==> config.mk <==
export PLATFORM = sky130hd
export DESIGN_NAME = y86_regfile_decode
export DESIGN_NICKNAME = d
export VERILOG_FILES = /design/src/rtl/y86_regfile_decode.sv
export SDC_FILE = /design/constraint.sdc
export NUM_CORES = 2
export LEC_CHECK = 0
export CAP_MARGIN = 20
export CORE_ASPECT_RATIO = 0.7
export CORE_MARGIN = 10
export CORE_UTILIZATION = 35
export DETAILED_ROUTE_END_ITERATION = 7
export GPL_ROUTABILITY_DRIVEN = 0
export PLACE_DENSITY = 0.49
export SYNTH_ARGS = -nofsm -noshare
export SYNTH_HDL_FRONTEND = slang
export SYNTH_SLANG_ARGS = --single-unit
==> constraint.sdc <==
create_clock -name clk -period 2.1 [get_ports clk]
set_input_delay 0.42 -clock clk [delete_from_list [all_inputs] [get_ports clk]]
set_output_delay 0.42 -clock clk [all_outputs]
set_load 0.01 [all_outputs]
==> src/rtl/y86_regfile_decode.sv <==
// Y86-64 decode stage: index decode, 15-entry register file with two write-back
// ports and write-before-read bypass, and a valid/ready output register to execute.
module y86_regfile_decode #(
  parameter int DATA_W   = 64,
  parameter int NUM_REGS = 15,
  parameter int ADDR_W   = 4,
  parameter int RSP_IDX  = 4
) (
  input  logic              clk,
  input  logic              rst_n,
  input  logic              in_valid,
  output logic              in_ready,
  input  logic [3:0]        icode,
  input  logic [ADDR_W-1:0] rA,
  input  logic [ADDR_W-1:0] rB,
  input  logic              we_e,
  input  logic [ADDR_W-1:0] w_dstE,
  input  logic [DATA_W-1:0] w_valE,
  input  logic              we_m,
  input  logic [ADDR_W-1:0] w_dstM,
  input  logic [DATA_W-1:0] w_valM,
  output logic              out_valid,
  input  logic              out_ready,
  output logic [3:0]        out_icode,
  output logic [DATA_W-1:0] out_valA,
  output logic [DATA_W-1:0] out_valB,
  output logic [ADDR_W-1:0] out_srcA,
  output logic [ADDR_W-1:0] out_srcB,
  output logic [ADDR_W-1:0] out_dstE,
  output logic [ADDR_W-1:0] out_dstM
);
  localparam logic [ADDR_W-1:0] RNONE = '1;
  localparam logic [ADDR_W-1:0] RSP   = ADDR_W'(RSP_IDX);
  localparam logic [ADDR_W:0]   NREGS = (ADDR_W+1)'(NUM_REGS);

  typedef struct packed {
    logic [3:0]        icode;
    logic [DATA_W-1:0] vala;
    logic [DATA_W-1:0] valb;
    logic [ADDR_W-1:0] srca;
    logic [ADDR_W-1:0] srcb;
    logic [ADDR_W-1:0] dste;
    logic [ADDR_W-1:0] dstm;
  } bundle_t;

  function automatic logic inrange(input logic [ADDR_W-1:0] i);
    return {1'b0, i} < NREGS;
  endfunction

  logic [NUM_REGS-1:0][DATA_W-1:0] regs;
  logic [1:0][ADDR_W-1:0]          ridx;
  logic [1:0][DATA_W-1:0]          rval;
  bundle_t                         nxt, cur;

  always_comb begin
    nxt       = '0;
    nxt.icode = icode;
    nxt.srca  = RNONE;
    nxt.srcb  = RNONE;
    nxt.dste  = RNONE;
    nxt.dstm  = RNONE;
    case (icode)
      4'h2, 4'h4, 4'h6, 4'hA: nxt.srca = rA;
      4'h9, 4'hB:             nxt.srca = RSP;
      default: ;
    endcase
    case (icode)
      4'h4, 4'h5, 4'h6:       nxt.srcb = rB;
      4'h8, 4'h9, 4'hA, 4'hB: nxt.srcb = RSP;
      default: ;
    endcase
    case (icode)
      4'h2, 4'h3, 4'h6:       nxt.dste = rB;
      4'h8, 4'h9, 4'hA, 4'hB: nxt.dste = RSP;
      default: ;
    endcase
    case (icode)
      4'h5, 4'hB:             nxt.dstm = rA;
      default: ;
    endcase
    nxt.vala = rval[0];
    nxt.valb = rval[1];
  end

  assign ridx[0] = nxt.srca;
  assign ridx[1] = nxt.srcb;

  // Read ports see this cycle's write-back; M is checked last so it wins a tie.
  for (genvar p = 0; p < 2; p++) begin : g_rd
    always_comb begin
      rval[p] = '0;
      if (inrange(ridx[p])) begin
        rval[p] = regs[ridx[p]];
        if (we_e && w_dstE == ridx[p]) rval[p] = w_valE;
        if (we_m && w_dstM == ridx[p]) rval[p] = w_valM;
      end
    end
  end

  always_ff @(posedge clk or negedge rst_n) begin
    if (!rst_n) begin
      regs <= '0;
    end else begin
      if (we_e && inrange(w_dstE)) regs[w_dstE] <= w_valE;
      if (we_m && inrange(w_dstM)) regs[w_dstM] <= w_valM;
    end
  end

  assign in_ready = !out_valid || out_ready;

  always_ff @(posedge clk or negedge rst_n) begin
    if (!rst_n) begin
      out_valid <= 1'b0;
      cur       <= '{icode: 4'h0, vala: '0, valb: '0,
                     srca: RNONE, srcb: RNONE, dste: RNONE, dstm: RNONE};
    end else if (in_valid && in_ready) begin
      out_valid <= 1'b1;
      cur       <= nxt;
    end else if (out_ready) begin
      out_valid <= 1'b0;
    end
  end

  assign out_icode = cur.icode;
  assign out_valA  = cur.vala;
  assign out_valB  = cur.valb;
  assign out_srcA  = cur.srca;
  assign out_srcB  = cur.srcb;
  assign out_dstE  = cur.dste;
  assign out_dstM  = cur.dstm;
endmodule

==> metrics.md <==
| Metric | Value |
|---|---|
| Register area share after synthesis | 40.66% |
| TritonCTS buffer count | 130 |
| Fmax | 462.7 MHz |
| Residual DRC | 8 |
| CP max FO | 16 |
| Critical path cell sequence | clkdlybuf4s15_1 -> buf_4 -> nand2b_1 -> a2111oi_4 -> a211oi_4 -> and4_4 -> buf_4 -> buf_12 -> a221oi_4 -> buf_4 -> o21ai_1 |
| Synth Flop Type | dfrtp_1 |
| Die Wd | 548.0 um |
| Min Tclk post-route | 2161 ps |
| Vias/cell | 6.367 |
| Avg Inst Size Synth | 8.361 sq um |
| Slowest stage delay, CP | 440 ps |
| Post-route design area | 0.09062 sq mm |
| Skew-Pair Late Insertion Delay | 830 ps |
| CP arrival | 2850 ps |
| Via count | 73593 |
| Initial antenna violation count | 16 |
| LEAKAGE | 0.04060 uW |
| Syn-to-layout area delta | 32.68% |
| Final WS setup | -61.32 ps |
| Mapped cell area | 0.06830 sq mm |
| Drt wl/cell | 33.11 um |
| DRT Wirelength | 382600 um |
| Post-synth EDFFs | 0 |
| Die Footprint | 0.2135 sq mm |
| 1st-iter DRT viols | 12222 |
| Maximum clock path buffer count | 3 |
| Slew headroom | 55.00% |
| Initial core utilization | 35.25% |
| Max-cap violations | 0 |
| Dpl hpwl | 254200 um |
| Final core utilization | 46.78% |
| R2r setup slk | 140 ps |
| First-pass GRT wire length | 535400 um |
| Routed Antenna Nets | 0 |
| Async SR Flop Fraction | 100.0% |
| Outcome | finished, violations left |
| Cells on worst reg2reg path | 7 |
| Port Buffers | 303 |
| Worst-Margin Slew | 672.9 ps |
| Cell mode on critical path | buf_4 |
| Cell Pwr Density | 840.9 mW/mm^2 |
| H-tree Lvls | 4 |
| RSZ-0062 raised after global routing | yes |
| R2R Path End | out_valB[6] |
| Post-synth top area cell | dfrtp_1 |
| Setup Skew | 32.84 ps |
| Hold Path Cell Cnt | 5 |
| Count leader, synth | nand2_1 |
| Core area | 0.1937 sq mm |
| Top cells by count, synth | nand2_1 (1466), dfrtp_1 (1093), mux2i_1 (913), a21oi_1 (727), clkbuf_1 (725) |
| Site Rows | 135 |
| Mapped Cells | 8169 |
| Number of global-route vias before repair | 69666 |
| Crit path launch type | input pin |
| Library cells used by synthesis | 83 |
| Critical-path top delay cell | a2111oi_4 |
| Worst-path clk slew | 60 ps |
| HP Start | icode[1] |
| Top post-synthesis cells by area | dfrtp_1 (40%), mux2i_1 (13%), nand2_1 (8.1%) |
| Reg-to-Reg Start | regs[838] |
| Violated checks | DRC, setup timing |
| Die height | 389.6 um |
| #FFs+latches synth | 1109 |
| Synth warn | 0 |
| Slew Viols, Final | 0 |
| Final Hold Viols | 0 |
| Largest net degree at the start of global routing | 89 |
| Clock root buffer | clkbuf_16 |
| Ports | 304 |
| Fin crit share | 102.9% |
| Total Routing Usage GR | 34.00% |
| Clock Sinks | 1109 |
| DP Worst Slack | -1465 ps |
| Worst min path class | in2reg |
| IR drop worst, VDD | 0.8016 mV |
| Yosys top cell area share | 40.04% |
| TritonCTS clock tree | built |
| NumNets Final | 9004 |
| Final setup viols | 1 |
| Share of layout cells above drive strength 1 | 19.66% |
| Crit path kind | in2reg |
| Pre-Repair DR Iteration Count | 8 |
| Syn nets | 8323 |
| Critical Path End Type | register |
| Endpoint with the worst hold slack | out_icode[1] |
| Gr ovfl total | 0 |
| Required time worst endpoint | 2790 ps |
| Post-DP Area | 0.08419 sq mm |
## area by class of cell
class,instances,area (sq um)
fill,18346,103100
multi-input combinational,6034,37520
sequential,1109,27800
timing repair buffer,1544,17370
clock buffer,181,3761
tap,2603,3257
clock inverter,51,774.5
inverter,31,118.9
antenna,5,12.51
## worst max-delay path: cells and delay by family
| kind | cells | cell delay [ps] |
|---|---|---|
| buffers and inverters | 5 | 1160 |
| AOI/OAI and AO/OA | 4 | 870 |
| and+or+nand+nor | 2 | 380 |
## registers in the layout, summed over array words and instances, names as in the netlist
register / flops
out_dstE: 4
out_icode: 4
out_srcA: 4
out_dstM: 4
out_srcB: 4
out_valA: 64
out_valid: 1
out_valB: 64
regs: 960
## kinds of logic (layout without fill, tap and decap cells)
logic type,Yosys count,after routing,synth area share (%)
other,0,5,0
xor gates and xnor gates,2,2,0.02565
and+or+nand+nor,2596,2596,15.78
DFF,1109,1109,40.66
muxes,976,976,14.42
buffers and inverters,1026,1807,5.968
AOI/OAI and AO/OA,2460,2460,23.15
## cells in the final DEF (no fill, tap or decap), types with 21 or more instances in the layout
cell,instances
a21boi_0,32
a31oi_1,153
a222oi_1,61
mux2_2,63
o21ai_1,48
buf_12,356
buf_4,823
nor4_1,35
a221oi_1,129
nor2_1,666
o221a_2,38
a32oi_1,139
dfrtp_2,25
o2bb2ai_1,62
dfrtp_1,1068
a21oi_1,719
nand2_1,1451
a22o_1,90
clkdlybuf4s50_1,134
o22ai_1,104
dlygate4sd2_1,154
o21ai_0,558
inv_1,28
a21boi_1,30
o221ai_1,35
nand4b_1,62
clkbuf_1,25
buf_6,25
a22oi_1,123
clkbuf_8,21
nand3_1,238
mux2i_1,912
clkbuf_16,139
## metal layers
metal	global-route usage [%]	routed length, um
met1	46.73	156000
met2	48.15	155700
met3	10.36	48940
met4	16.72	21920
met5	0	69
## worst max-delay path by stage
stage / slack [ps] / to / from
after detailed placement: -1460 / out_valB[6] / icode[0]
final: -60 / out_valA[62] / w_dstE[0]
after CTS: 1 / out_valA[62] / icode[0]
after global routing: -30 / out_valA[62] / icode[2]
after global placement: -1430 / out_valB[8] / icode[0]
after floorplan: -220 / out_valA[28] / icode[3]
## where the power goes
group,switching [uW],internal (uW)
sequential,5200,26500
combinational,10500,8840
clock,10500,14600
## metrics by stage
| step | std cells | TNS (ps) | total power, uW | hold slack (ps) |
|---|---|---|---|---|
| finish | 11558 | -61.32 | 76200 | 117.7 |
| global route | 11555 | -25.45 | 79130 | 100.0 |
| CTS | 11543 | 0 | 75450 | 66.85 |
| detailed placement | 11214 | -813130 | 50180 | 378.7 |
| global placement | 11214 | -828950 | 49670 | 379.6 |
| floorplan | 8169 | -23480 | 40740 | 124.4 |
## timing repair
action | CTS | global route
gates cloned | 18 | 4
pin swaps | 35 | 21
resized for setup | 305 | 55
setup buffers | 78 | 9
hold buffers | 1 | 0
endpoints found under the setup margin | 360 | 126
hold endpoints to repair | 279 | 0
(Power assumes the default switching activity.)
